File: src/rtl/fare_pkg.sv
// Shared definitions for the fare lookup / RAM arbitration slice.
//   - line base and line size constants of the fare table
//   - station stride used to form the fare-table address
//   - lookup FSM state encoding
//   - read-tag encoding carried through the RAM latency pipe
package fare_pkg;

    localparam logic [6:0] LINE0_BASE = 7'd0;
    localparam logic [6:0] LINE1_BASE = 7'd27;
    localparam logic [6:0] LINE2_BASE = 7'd53;
    localparam logic [6:0] LINE3_BASE = 7'd82;

    localparam logic [4:0] LINE0_SIZE = 5'd27;
    localparam logic [4:0] LINE1_SIZE = 5'd26;
    localparam logic [4:0] LINE2_SIZE = 5'd29;
    localparam logic [4:0] LINE3_SIZE = 5'd18;

    localparam int STN_STRIDE = 100;

    typedef enum logic [2:0] {
        ST_IDLE  = 3'd0,
        ST_CALC  = 3'd1,
        ST_GRANT = 3'd2,
        ST_WAIT  = 3'd3,
        ST_ACK   = 3'd4,
        ST_HOLD  = 3'd5
    } fare_state_t;

    // Owner of a RAM read in flight.
    typedef enum logic [1:0] {
        TAG_NONE = 2'b00,
        TAG_DISP = 2'b01,
        TAG_FARE = 2'b10
    } tag_t;

    function automatic logic [6:0] line_base(input logic [1:0] line);
        case (line)
            2'd0:    return LINE0_BASE;
            2'd1:    return LINE1_BASE;
            2'd2:    return LINE2_BASE;
            default: return LINE3_BASE;
        endcase
    endfunction

    function automatic logic [4:0] line_size(input logic [1:0] line);
        case (line)
            2'd0:    return LINE0_SIZE;
            2'd1:    return LINE1_SIZE;
            2'd2:    return LINE2_SIZE;
            default: return LINE3_SIZE;
        endcase
    endfunction

endpackage

File: src/rtl/fare_addr_calc.sv
// Fare-table address calculator, one cycle of latency.
// Ports:
//   clk, rst                 clock, synchronous active-high reset
//   startline/startpoint     start line code and station within line
//   endline/endpoint         end line code and station within line
//   addr                     start_index*STN_STRIDE + end_index (registered)
//   err                      a station lies outside its line (registered)
module fare_addr_calc
    import fare_pkg::*;
#(
    parameter int AW = 19
) (
    input  logic          clk,
    input  logic          rst,
    input  logic [1:0]    startline,
    input  logic [4:0]    startpoint,
    input  logic [1:0]    endline,
    input  logic [4:0]    endpoint,
    output logic [AW-1:0] addr,
    output logic          err
);

    logic [6:0]    start_idx_s;
    logic [6:0]    end_idx_s;
    logic [AW-1:0] addr_s;
    logic          err_s;
    logic [AW-1:0] addr_r;
    logic          err_r;

    // Global station indexes, table address and range check.
    always_comb begin
        start_idx_s = line_base(startline) + {2'b00, startpoint};
        end_idx_s   = line_base(endline) + {2'b00, endpoint};
        addr_s      = AW'(start_idx_s) * AW'(STN_STRIDE) + AW'(end_idx_s);
        err_s       = (startpoint >= line_size(startline)) ||
                      (endpoint >= line_size(endline));
    end

    // Result register.
    always_ff @(posedge clk) begin
        if (rst) begin
            addr_r <= {AW{1'b0}};
            err_r  <= 1'b0;
        end else begin
            addr_r <= addr_s;
            err_r  <= err_s;
        end
    end

    assign addr = addr_r;
    assign err  = err_r;

endmodule

File: src/rtl/fare_ram_arbiter.sv
// Fare lookup sequencer and read-port arbiter for the fare/display block RAM.
// Display reads win each cycle unless a waiting fare has already seen
// MAX_WAIT consecutive display grants. A tag pipe RD_LAT deep routes the
// returning RAM data to the display or to the fare price register.
// Optional build macro: FARE_CACHE_EN adds a one-entry cache of the last
// successful lookup; a hit acks two cycles after the request without RAM access.
// Ports:
//   clk, rst                    clock, synchronous active-high reset
//   fare_req + four codes       fare request (held until fare_ack)
//   fare_ack, price, fare_err   one-cycle ack; price/err held until next ack
//   disp_rd, disp_addr          display read request (held while denied)
//   disp_gnt                    display accepted this cycle (combinational)
//   disp_valid, disp_data       display read return
//   ram_addr, ram_dout          RAM read port
module fare_ram_arbiter
    import fare_pkg::*;
#(
    parameter int RD_LAT   = 1,
    parameter int MAX_WAIT = 8,
    parameter int AW       = 19,
    parameter int DW       = 12
) (
    input  logic          clk,
    input  logic          rst,
    input  logic          fare_req,
    input  logic [1:0]    startline,
    input  logic [4:0]    startpoint,
    input  logic [1:0]    endline,
    input  logic [4:0]    endpoint,
    output logic          fare_ack,
    output logic [3:0]    price,
    output logic          fare_err,
    input  logic          disp_rd,
    input  logic [AW-1:0] disp_addr,
    output logic          disp_gnt,
    output logic          disp_valid,
    output logic [DW-1:0] disp_data,
    output logic [AW-1:0] ram_addr,
    input  logic [DW-1:0] ram_dout
);

    fare_state_t   state_r, state_s;
    logic [1:0]    sl_r, el_r;
    logic [4:0]    sp_r, ep_r;
    logic [AW-1:0] calc_addr_s;
    logic          calc_err_s;
    logic [7:0]    starve_r;
    logic [1:0]    wait_cnt_r;
    logic          disp_gnt_s, fare_win_s;
    logic [AW-1:0] ram_addr_s, ram_addr_r;
    tag_t          tag_s;
    tag_t          tag_pipe_r [RD_LAT];
    logic          fare_tag_out_s, disp_tag_out_s;
    logic          hit_s;
    logic [3:0]    hit_price_s;
    logic          fare_ack_r, fare_err_r;
    logic [3:0]    price_r;

    fare_addr_calc #(.AW(AW)) u_addr_calc (
        .clk        (clk),
        .rst        (rst),
        .startline  (sl_r),
        .startpoint (sp_r),
        .endline    (el_r),
        .endpoint   (ep_r),
        .addr       (calc_addr_s),
        .err        (calc_err_s)
    );

    assign fare_tag_out_s = (tag_pipe_r[RD_LAT-1] == TAG_FARE);
    assign disp_tag_out_s = (tag_pipe_r[RD_LAT-1] == TAG_DISP);

`ifdef FARE_CACHE_EN
    logic       cache_vld_r;
    logic [1:0] c_sl_r, c_el_r;
    logic [4:0] c_sp_r, c_ep_r;
    logic [3:0] c_price_r;

    // Hit when the latched codes match the last successful lookup.
    always_comb begin
        hit_s       = cache_vld_r &&
                      ({c_sl_r, c_sp_r, c_el_r, c_ep_r} == {sl_r, sp_r, el_r, ep_r});
        hit_price_s = c_price_r;
    end

    // Cache fill on every fare data return; errors never reach the RAM.
    always_ff @(posedge clk) begin
        if (rst) begin
            cache_vld_r <= 1'b0;
            c_sl_r      <= 2'd0;
            c_sp_r      <= 5'd0;
            c_el_r      <= 2'd0;
            c_ep_r      <= 5'd0;
            c_price_r   <= 4'd0;
        end else if (fare_tag_out_s) begin
            cache_vld_r <= 1'b1;
            c_sl_r      <= sl_r;
            c_sp_r      <= sp_r;
            c_el_r      <= el_r;
            c_ep_r      <= ep_r;
            c_price_r   <= ram_dout[3:0];
        end else begin
            cache_vld_r <= cache_vld_r;
        end
    end
`else
    assign hit_s       = 1'b0;
    assign hit_price_s = 4'd0;
`endif

    // Port arbitration: display first unless the fare has starved MAX_WAIT cycles.
    always_comb begin
        disp_gnt_s = 1'b0;
        fare_win_s = 1'b0;
        tag_s      = TAG_NONE;
        ram_addr_s = ram_addr_r;
        if (!rst && disp_rd && (starve_r < 8'(MAX_WAIT))) begin
            disp_gnt_s = 1'b1;
            tag_s      = TAG_DISP;
            ram_addr_s = disp_addr;
        end else if (!rst && (state_r == ST_GRANT) && !calc_err_s) begin
            fare_win_s = 1'b1;
            tag_s      = TAG_FARE;
            ram_addr_s = calc_addr_s;
        end else begin
            tag_s      = TAG_NONE;
        end
    end

    // Next-state logic; the range check result is first visible in GRANT.
    always_comb begin
        state_s = state_r;
        case (state_r)
            ST_IDLE:  if (fare_req) state_s = ST_CALC; else state_s = ST_IDLE;
            ST_CALC:  if (hit_s) state_s = ST_ACK; else state_s = ST_GRANT;
            ST_GRANT: if (calc_err_s) state_s = ST_ACK;
                      else if (fare_win_s) state_s = ST_WAIT;
                      else state_s = ST_GRANT;
            ST_WAIT:  if (wait_cnt_r == 2'(RD_LAT - 1)) state_s = ST_ACK;
                      else state_s = ST_WAIT;
            ST_ACK:   state_s = ST_HOLD;
            ST_HOLD:  if (!fare_req) state_s = ST_IDLE; else state_s = ST_HOLD;
            default:  state_s = ST_IDLE;
        endcase
    end

    // FSM, code latch, starvation/latency counters and fare result registers.
    always_ff @(posedge clk) begin
        if (rst) begin
            state_r    <= ST_IDLE;
            sl_r       <= 2'd0;
            sp_r       <= 5'd0;
            el_r       <= 2'd0;
            ep_r       <= 5'd0;
            starve_r   <= 8'd0;
            wait_cnt_r <= 2'd0;
            ram_addr_r <= {AW{1'b0}};
            fare_ack_r <= 1'b0;
            price_r    <= 4'd0;
            fare_err_r <= 1'b0;
        end else begin
            state_r    <= state_s;
            ram_addr_r <= ram_addr_s;
            fare_ack_r <= (state_s == ST_ACK);
            if ((state_r == ST_IDLE) && fare_req) begin
                sl_r <= startline;
                sp_r <= startpoint;
                el_r <= endline;
                ep_r <= endpoint;
            end
            if ((state_r != ST_GRANT) || fare_win_s) begin
                starve_r <= 8'd0;
            end else if (disp_gnt_s) begin
                starve_r <= starve_r + 8'd1;
            end
            if (state_r == ST_WAIT) begin
                wait_cnt_r <= wait_cnt_r + 2'd1;
            end else begin
                wait_cnt_r <= 2'd0;
            end
            if ((state_r == ST_GRANT) && calc_err_s) begin
                price_r    <= 4'd0;
                fare_err_r <= 1'b1;
            end else if (fare_tag_out_s) begin
                price_r    <= ram_dout[3:0];
                fare_err_r <= 1'b0;
            end else if ((state_r == ST_CALC) && hit_s) begin
                price_r    <= hit_price_s;
                fare_err_r <= 1'b0;
            end
        end
    end

    // Read-tag pipe aligned with the RAM read latency.
    always_ff @(posedge clk) begin
        if (rst) begin
            for (int i = 0; i < RD_LAT; i++) tag_pipe_r[i] <= TAG_NONE;
        end else begin
            tag_pipe_r[0] <= tag_s;
            for (int i = 1; i < RD_LAT; i++) tag_pipe_r[i] <= tag_pipe_r[i-1];
        end
    end

    assign disp_gnt   = disp_gnt_s;
    assign ram_addr   = ram_addr_s;
    assign disp_valid = disp_tag_out_s;
    assign disp_data  = disp_tag_out_s ? ram_dout : {DW{1'b0}};
    assign fare_ack   = fare_ack_r;
    assign price      = price_r;
    assign fare_err   = fare_err_r;

endmodule

File: config.mk
export PLATFORM = sky130hd
export DESIGN_NAME = fare_ram_arbiter
export DESIGN_NICKNAME = d
export VERILOG_FILES = /design/src/rtl/fare_pkg.sv /design/src/rtl/fare_addr_calc.sv /design/src/rtl/fare_ram_arbiter.sv
export SDC_FILE = /design/constraint.sdc
export NUM_CORES = 1
export LEC_CHECK = 0
export ABC_AREA = 1
export BUFFER_PORTS_ARGS = -buffer_cell sky130_fd_sc_hd__buf_2
export CORE_MARGIN = 4
export CORE_UTILIZATION = 25
export DETAILED_ROUTE_END_ITERATION = 16
export GPL_ROUTABILITY_DRIVEN = 0
export HOLD_SLACK_MARGIN = 0.06
export PLACE_DENSITY_LB_ADDON = 0.12
export SYNTH_ARGS = -nofsm -noshare
export SYNTH_HDL_FRONTEND = slang
export SYNTH_SLANG_ARGS = --single-unit
File: constraint.sdc
create_clock -name clk -period 4.9 [get_ports clk]
set_clock_uncertainty 0.15 [all_clocks]
set_input_delay 0.98 -clock clk [delete_from_list [all_inputs] [get_ports clk]]
set_output_delay 0.98 -clock clk [all_outputs]
set_load 0.1 [all_outputs]
# Word-level counts from Yosys, hierarchy flattened
# Memories as Yosys holds them, arrays and structs flattened.
# Cells that the tools add are included.
# totals
elab_cells,81
output_inout_bits,39
ff_bits,72
ram_bits,2
n_memories,1
# classes
n_reduce_logical,19
bitwise_logic,1
mux,25
addsub,5
multipliers,1
magnitude_cmp,3
eq_ne,13
# mem_list
name,words,word_bits,rd,rd_clocked_by_memory_dff,write_ports,line_no,rtl
tag_pipe_r,1,2,1,0,1,fare_ram_arbiter.sv:52,tag_t tag_pipe_r [RD_LAT];
# op_table
cell,n
one-hot mux 7 bit (3 select lines),2
2-to-1 mux 19 bit,2
one-hot mux 4 bit (3 select lines),2
one-hot mux 3 bit (6 select lines),1
adder 14 x 7 -> 15 bit,1
adder 7 x 5 -> 7 bit,2
multiplier 7 x 5 -> 12 bit (second input constant),1
2-to-1 mux 12 bit,1
2-to-1 mux 1 bit,11
>= comparator 5 bit,2
== test 3 bit (second input constant),3
2-to-1 mux 3 bit,3
adder 8 x 1 -> 8 bit (second input constant),1
less-than comparator 8 x 4 -> 1 bit (second input constant),1
OR reduction 2 bit,4
== test 2 x 1 -> 1 bit (second input constant),3
== test 2 bit (second input constant),3
== test 3 x 2 -> 1 bit (second input constant),2
logical AND 1 bit,6
logical NOT 2 bit,3
2-to-1 mux 2 bit,3
== test 3 x 1 -> 1 bit (second input constant),1
logical NOT 3 bit,1
inequality test 3 x 2 -> 1 bit (second input constant),1
other kinds (5),7

# Logic depth before layout (Yosys ltp)
# Gate-level depths: netlist of run 1.
# depth
ltp_word,9
ltp_mapped,26
ltp_nobuf,26

# Cells and area by module
# A second synthesis of run 1 with hierarchy kept.
# hier_totals
hier_cells,664
hier_area_um2,4683.2
# by_module_without_submodules
module,n_inst,area_per_inst_um2,cells_per_inst,seq_area_each_um2
fare_ram_arbiter,1,2491.1,360,1081.0
fare_addr_calc,1,2192.1,304,320.3

# Worst setup path after synthesis of run 1
# Ideal clock, no wire load.
# synth_path
path_kind,reg2out
from,mem tag_pipe_r[0][0] (netlist bit)
to,out disp_data[10]
arrival_time_ns,3.375
required_ns,3.770
path_slack_ns,0.395
stages_incl_launch_ff,6
cell_sequence,dfxtp_1 inv_1 nor2_1 inv_1 clkbuf_1 nor2_1
# synth_via
elab_chain_cells,3
# synth_lines
item,line_no,rtl
start: declaration,fare_ram_arbiter.sv:52,
memory (1 x 2 bit),n/a,
== test 2 x 1 -> 1 bit,fare_ram_arbiter.sv:71,assign disp_tag_out_s = (tag_pipe_r[RD_LAT-1] == TAG_DISP);
via disp_valid,fare_ram_arbiter.sv:36,"output logic disp_valid,"
2-to-1 mux 12 bit,fare_ram_arbiter.sv:207,assign disp_data = disp_tag_out_s ? ram_dout : {DW{1'b0}};
end: declaration,fare_ram_arbiter.sv:37,"output logic [DW-1:0] disp_data,"
# The timed path passes the listed nets, and every way through them passes these cells.

# Worst setup path after layout of run 1
# layout_path
from,reg sl_r[0]
to,"reg u_addr_calc.addr_r[12], in the netlist u_addr_calc.addr[12]"
# layout_via
elab_chain_cells,5
word_cells_on_any_way,7
classes_between,add/sub (2); mul (1); eq/ne (2); mux (1); reduce/logical (1)
# layout_lines
item,line_no,rtl
start: declaration,fare_ram_arbiter.sv:43,"logic [1:0] sl_r, el_r;"
start signal: assignment,fare_ram_arbiter.sv:166,sl_r <= startline;
"== test 2 bit, or another cell as far along",fare_pkg.sv:37,case (line)
one-hot mux 7 bit (3 select lines) *,fare_pkg.sv:37,
adder 7 x 5 -> 7 bit *,fare_addr_calc.sv:32,"start_idx_s = line_base(startline) + {2'b00, startpoint};"
multiplier 7 x 5 -> 12 bit *,fare_addr_calc.sv:34,addr_s = AW'(start_idx_s) * AW'(STN_STRIDE) + AW'(end_idx_s);
adder 14 x 7 -> 15 bit *,fare_addr_calc.sv:34,
end signal: assignment,fare_addr_calc.sv:42,addr_r <= {AW{1'b0}};
end signal: assignment,fare_addr_calc.sv:45,addr_r <= addr_s;
end: declaration,fare_addr_calc.sv:27,logic [AW-1:0] addr_r;
# Mark *: on every way between the ends. The rest lies on a longest branch, timed or not.
# A chain may end at the register's enable or synchronous reset.

==> metrics.md, run 1 <==
| Metric | Value |
|---|---|
| Result of the run | complete, no violations |
| Number of global-route vias before repair | 3,907 |
| Worst-Margin Slew | 790 ps |
| Internal power | 1.47 mW |
| Worst endpoint required time | 4980 ps |
| DRC violation total after the first TritonRoute iteration | 128 |
| Kind of critical path | reg2reg |
| Count of final hold-check violations | 0 |
| Tot GR Track Use | 11.1% |
| Class of the tightest hold or removal check | reg2reg |
| Vias | 3,936 |
| Post-DP HPWL | 8.49 mm |
| Period Utilization, post-route | 92.0% |
| Avg WL per Cell | 11.5 um |
| Part of the total power dissipated in the clock network | 23.6% |
| Post-synthesis instance area | 0.00445 mm^2 |
| Post-CTS setup buffers | 0 |
| Synth async-reset ratio | 0% |
| Final Setup Violations | 0 |
| Die footprint | 0.0200 mm^2 |
| Buffer depth of the longest clock path | 2 |
| Dominant cell type by count on the critical path | inv_1 |
| Area after detailed placement | 0.00538 mm^2 |
| Via density per instance | 4.26 |
| Sequential share of power | 26.2% |
| Root buffer cell | clkbuf_16 |
| Hold Crit Start | wait_cnt_r[0] |
| Dominant cell by count in the synthesized netlist | nand2_1 |
| Total of warnings raised by yosys | 0 |
| Switching power summed over all nets | 1.12 mW |
| CTS tree | built |
| Top-Level Pins | 88 |
| TNS Setup | 0 ps |
| Number of flops mapped to enable cells by yosys | 0 |
| Sequential share of the synthesized area | 31.5% |
| Total number of placement rows | 48 |
| Slowest cell delay on critical path | 530 ps |
| Leading cell types by total area after synthesis | dfxtp_1 31%, ha_1 17%, nand2_1 11% |
| Most common flop cell mapped by yosys | dfxtp_1 |
| Area share of the leading cell type in the synthesized netlist | 31.5% |
| Clock edge transition at the registers on the reported setup and hold paths | 60 ps |
| Cell type with the highest aggregate area in the netlist | dfxtp_1 |
| IO Port Bufs | 87 |
| Total number of H-tree levels | 3 |
| First drt pass iteration count | 4 |
| Initial Util | 25.6% |
| Type of origin of the critical path | register |
| Top post-synthesis cells by count | 126 x nand2_1, 106 x inv_1, 70 x dfxtp_1 |
| Area Growth Syn to Fin | 27.6% |
| Die span in y | 141 um |
| Proportion of layout cells with a drive suffix above 1 | 18.6% |
| Insertion delay of the later-clocked pin in the worst-skew pair | 340 ps |
| DRC violations left | 0 |
| Power density relative to cell area | 455 mW/mm^2 |
| Endpoint class of the critical path | register |
| Post-layout instance area | 0.00568 mm^2 |
| Largest net degree at the start of global routing | 35 |
| Gate power share | 50.2% |
| RSZ-0062 raised after global routing | no |
| Syn Inst Count | 609 |
| Post-synthesis average cell area | 7.31 um^2 |
| Antenna violations before repair | 0 |
| LEAKAGE | 2.95 nW |
| Fraction of power spent switching nets | 43.3% |
| #FFs+latches synth | 70 |
| Maximum capacitance violations | 0 |
| Worst setup path startpoint | sl_r[0] |
| Wire length reported by the detailed router | 10.6 mm |
| Core area | 0.0174 mm^2 |
| Launch instance of the worst register-to-register path | sl_r[0] |
| Achievable frequency | 0.222 GHz |
| Number of unique standard cell types used by synthesis | 37 |
| Detail Route Antenna Nets | 0 |
| TritonCTS Sinks | 70 |
| Total congestion overflow | 0 |
| Chip Width | 141 um |
| Min cycle time layout | 4510 ps |
| Total inserted antenna cells | 0 |
| Inserted Clock Buffers | 9 |
| Wire length of the first global-routing pass | 18.4 mm |
| CP Max Fanout | 6 |
| Critical path's slowest cell | fa_1 |
| Maximum resistive drop on vdd | 0.000161 V |
| Net count of the mapped netlist | 722 |
| Final Max Slew Viols | 0 |
| Worst slew margin | 47.2% |
| Net total in the final layout | 807 |
| Arr. time, crit path | 4590 ps |
-- timing repair --
item                                    4_1_cts  5_1_grt
endpoints found under the setup margin        0        1
gates resized for setup                       0        3
hold buffers                                  0        0
endpoints found under the hold margin         0        0
-- layout by cell type (no fill, tap or decap), drive strengths merged --
cell | netlist | final
buf | 8 | 90
nand4 | 4 | 4
nand2 | 130 | 130
clkinv | 1 | 4
xor2 | 10 | 10
or2 | 1 | 1
clkbuf | 8 | 11
nand3 | 29 | 29
o21bai | 1 | 1
clkinvlp | 0 | 2
a21oi | 56 | 56
nand3b | 3 | 3
a41oi | 1 | 1
nor2 | 55 | 55
a31oi | 5 | 5
o211ai | 16 | 16
o21ai | 25 | 25
a311oi | 1 | 1
xnor2 | 3 | 3
o31ai | 1 | 1
nor3 | 6 | 6
fa | 5 | 5
inv | 110 | 110
ha | 59 | 59
dfxtp | 70 | 70
nor4 | 1 | 1
-- flip-flops by register name (all words and copies together) (netlist names), 3 cells and up --
signal / cells
sp_r: 5
u_addr_calc.addr: 15
ep_r: 5
price: 4
starve_r: 8
ram_addr_r: 19
state_r: 3
-- path summary, 6_finish.rpt --
kind,end,slack (ps),cells past startpoint
worst min-delay path,wait_cnt_r[0],260,1
worst max-delay path,u_addr_calc.addr[12],390,26
worst max register to register,u_addr_calc.addr[12],390,26
worst min register to register,wait_cnt_r[0],260,1
-- cell families after synthesis --
| logic type | after synthesis | synth area share, % |
|---|---|---|
| simple gates | 229 | 21.8 |
| fa+ha+maj | 64 | 18.8 |
| compound gates | 106 | 13.7 |
| xor+xnor | 13 | 2.73 |
| flops | 70 | 31.5 |
| buf+inv | 127 | 11.5 |
-- layer usage --
layer	GRT usage [%]	up-vias	share of wire [%]
li1	-	2120	-
met1	14.3	1736	48
met2	18.3	68	46
met3	2.97	12	4.6
met4	3.48	0	1.2
met5	0	-	0
-- critical path: cells and delay by family (launching register included) --
| family | cells | cell delay, ps |
|---|---|---|
| buffers and inverters | 7 | 570 |
| xor gates and xnor gates | 1 | 160 |
| AOI/OAI and AO/OA | 2 | 230 |
| and+or+nand+nor | 10 | 860 |
| DFF | 1 | 370 |
| adders and majority gates | 6 | 2050 |
-- power groups by stage --
| stage | clock network [mW] | registers [mW] | logic, mW |
|---|---|---|---|
| 2_1_floorplan | 0 | 0.683 | 1.00 |
| 3_3_place_gp | 0 | 0.692 | 1.30 |
| 3_5_place_dp | 0 | 0.692 | 1.30 |
| 4_1_cts | 0.634 | 0.680 | 1.32 |
| 5_1_grt | 0.653 | 0.686 | 1.48 |
| 6_report | 0.611 | 0.678 | 1.30 |
-- stage by stage --
| stage | std cells | hold WS (ps) | worst slack (ps) | power [mW] | utilization (%) |
|---|---|---|---|---|---|
| 2_1_floorplan | 609 | 241 | 395 | 1.68 | - |
| 3_3_place_gp | 908 | 249 | 411 | 1.99 | 31.0 |
| 3_5_place_dp | 908 | 260 | 298 | 2.00 | 31.0 |
| 4_1_cts | 924 | 268 | 285 | 2.63 | 32.7 |
| 5_1_grt | 924 | 298 | 39.4 | 2.82 | 32.7 |
| 6_report | 924 | 264 | 393 | 2.59 | 32.7 |
-- final cells by class --
type	count	area [um^2]
clock buffer	11	253
clock inverter	5	33.8
fill	1859	11700
inverter	111	418
multi-input combinational	412	2550
sequential	70	1400
tap	225	282
timing repair buffer	90	743
Power figures use the tool's default switching activity.
==> inputs of run 2 (changes only) <==
CORE_UTILIZATION = 40   (was 25)
==> metrics.md, run 2 (same netlist as run 1, synthesis figures left out) <==
| Metric | Value |
|---|---|
| Maximum resistive drop on vdd | 0.000182 V (+13%) |
| Wire length reported by the detailed router | 9.51 mm (-10%) |
| LEAKAGE | 2.92 nW (-0.97%) |
| End of the worst register-to-register path | u_addr_calc.addr[12] |
| Slowest cell delay on critical path | 530 ps (about the same) |
| Core occupancy in the finished layout | 50.5% (+18 points) |
| Arr. time, crit path | 4610 ps (+20 ps) |
| Worst hold slack across all endpoints | 264 ps (+0.463 ps) |
| Antenna violations before repair | 0 (unchanged) |
| Post-DP HPWL | 7.52 mm (-11%) |
| First drt pass iteration count | 4 (unchanged) |
| Wire length of the first global-routing pass | 16.6 mm (-9.8%) |
| Worst endpoint required time | 4970 ps (about the same) |
| Kind of critical path | reg2reg |
| Number of global-route vias before repair | 3,849 (-1.5%) |
| End of the worst hold path | wait_cnt_r[0] |
| Total power draw | 2.46 mW (-5.0%) |
| IO Port Bufs | 87 (unchanged) |
| Hold Crit Start | wait_cnt_r[0] |
| Max reg flops | 19 (unchanged) |
| Result of the run | complete, no violations |
| Avg WL per Cell | 11.4 um (-0.91%) |
| Buffer depth of the longest clock path | 2 (unchanged) |
| Dominant cell type by count on the critical path | inv_1 |
| Final Max Slew Viols | 0 (unchanged) |
| Proportion of layout cells with a drive suffix above 1 | 18.5% (-0.12 points) |
| Post-Place Setup Slack | 289 ps (-9.12 ps) |
| Placed Instances | 823 (-9.4%) |
| Clock edge transition at the registers on the reported setup and hold paths | 80 ps (+20 ps) |
| DRC violation total after the first TritonRoute iteration | 133 (+3.9%) |
| Area Growth Syn to Fin | 23.5% |
| TNS Setup | 0 ps (unchanged) |
| Area after detailed placement | 0.00528 mm^2 (-2.0%) |
| Total number of placement rows | 38 (-21%) |
| Commonest non-fill, non-tap cell in the layout | nand2_1 |
| Chip Width | 113 um (-20%) |
| Total number of H-tree levels | 3 (unchanged) |
| Total inserted antenna cells | 0 (unchanged) |
| Power density relative to cell area | 447 mW/mm^2 (-1.9%) |
| Layer with the highest usage after global routing | met2 |
| Met3 Resource Use GR | 3.24% (+0.27 points) |
| Insertion delay of the later-clocked pin in the worst-skew pair | 340 ps (about the same) |
| Top library cells by usage in the layout, fill and taps aside | 126 x nand2_1, 105 x inv_1, 70 x dfxtp_1 |
| Count of final hold-check violations | 0 (unchanged) |
| Via density per instance | 4.67 (+9.7%) |
| Min cycle time layout | 4530 ps (+26.1 ps) |
| TritonCTS Sinks | 70 (unchanged) |
| Maximum capacitance violations | 0 (unchanged) |
| Tot GR Track Use | 15.3% (+4.2 points) |
| Top-Level Pins | 88 (unchanged) |
| Type of origin of the critical path | register |
| Post-CTS setup buffers | 0 (unchanged) |
| Inserted Clock Buffers | 9 (unchanged) |
| Achievable frequency | 0.221 GHz (-0.58%) |
| Crit path buf inv count | 7 (unchanged) |
| Launch instance of the worst register-to-register path | sl_r[0] |
| Endpoint class of the critical path | register |
| RSZ-0062 raised after global routing | no |
| Die span in y | 113 um (-20%) |
| DRC violations left | 0 (unchanged) |
| Vias | 3,915 (-0.53%) |
| Worst-case register-to-register setup slack | 370 ps (-30 ps) |
| Class of the tightest hold or removal check | reg2reg |
| Post-Layout Cell Count | 838 (-9.3%) |
| Largest net degree at the start of global routing | 35 (unchanged) |
| GR met1 Demand/Resource | 19.1% (+4.8 points) |
| CTS tree | built |
| Root buffer cell | clkbuf_8 |
| Net total in the final layout | 807 (unchanged) |
| Worst-Margin Slew | 753 ps (-36.9 ps) |
| Period Utilization, post-route | 92.5% (+0.53 points) |
| Setup slack of the critical path after layout | 367 ps (-26.1 ps) |
| Top cell family by delay on the critical path | adder cells |
| CP Max Fanout | 6 (unchanged) |
| Total congestion overflow | 0 (unchanged) |
| Post-layout instance area | 0.00550 mm^2 (-3.2%) |
| Hold-critical path depth | 1 (unchanged) |
| Final Setup Violations | 0 (unchanged) |
| Worst slew margin | 49.6% (+2.5 points) |
| Critical path's slowest cell | fa_1 |
| Initial Util | 40.9% (+15 points) |
| Worst-case reg-to-reg path depth | 26 (unchanged) |
| Detail Route Antenna Nets | 0 (unchanged) |
| Core area | 0.0109 mm^2 (-37%) |
| Register containing the most flip-flops in the final layout | ram_addr_r |
| Die footprint | 0.0129 mm^2 (-36%) |
| Met2 capacity usage during global routing | 26.8% (+8.5 points) |
-- run 2: power by group --
group	leakage (nW)	switching, mW	internal (mW)
clock network	0.109	0.215	0.284
logic	2.24	0.828	0.455
registers	0.574	0.0345	0.640
-- run 2: cell type report --
type	instances	area, um^2
repair buffers	90	743
flip-flops and latches	70	1400
clock inverters	6	87.6
inverters	111	418
multi-input cells	412	2550
clock buffers	9	124
well taps	140	175
fillers	1081	5390
-- run 2: worst max path at each step --
stage / to / cells past startpoint / from / slack [ps]
floorplan: disp_data[10] / 5 / tag_pipe_r[0][0] / 390
global placement: u_addr_calc.addr[12] / 21 / sl_r[0] / 450
detailed placement: u_addr_calc.addr[12] / 21 / sl_r[0] / 290
CTS: u_addr_calc.addr[12] / 21 / sl_r[0] / 270
global route: u_addr_calc.addr[13] / 25 / sl_r[0] / 10
finish: u_addr_calc.addr[12] / 26 / sl_r[0] / 370
-- run 2: metal layers --
| metal | part of all wire (%) | routed length [um] | vias up |
|---|---|---|---|
| li1 | - | - | 2121 |
| met3 | 3.9 | 368 | 4 |
| met4 | 0.64 | 61 | 0 |
| met1 | 47 | 4470 | 1731 |
| met5 | 0 | 0 | - |
| met2 | 49 | 4610 | 59 |
-- run 2: timing repair --
item                       in CTS  in global routing
setup endpoints to repair       0                  5
hold buffers                    0                  0
resized for setup               0                  3
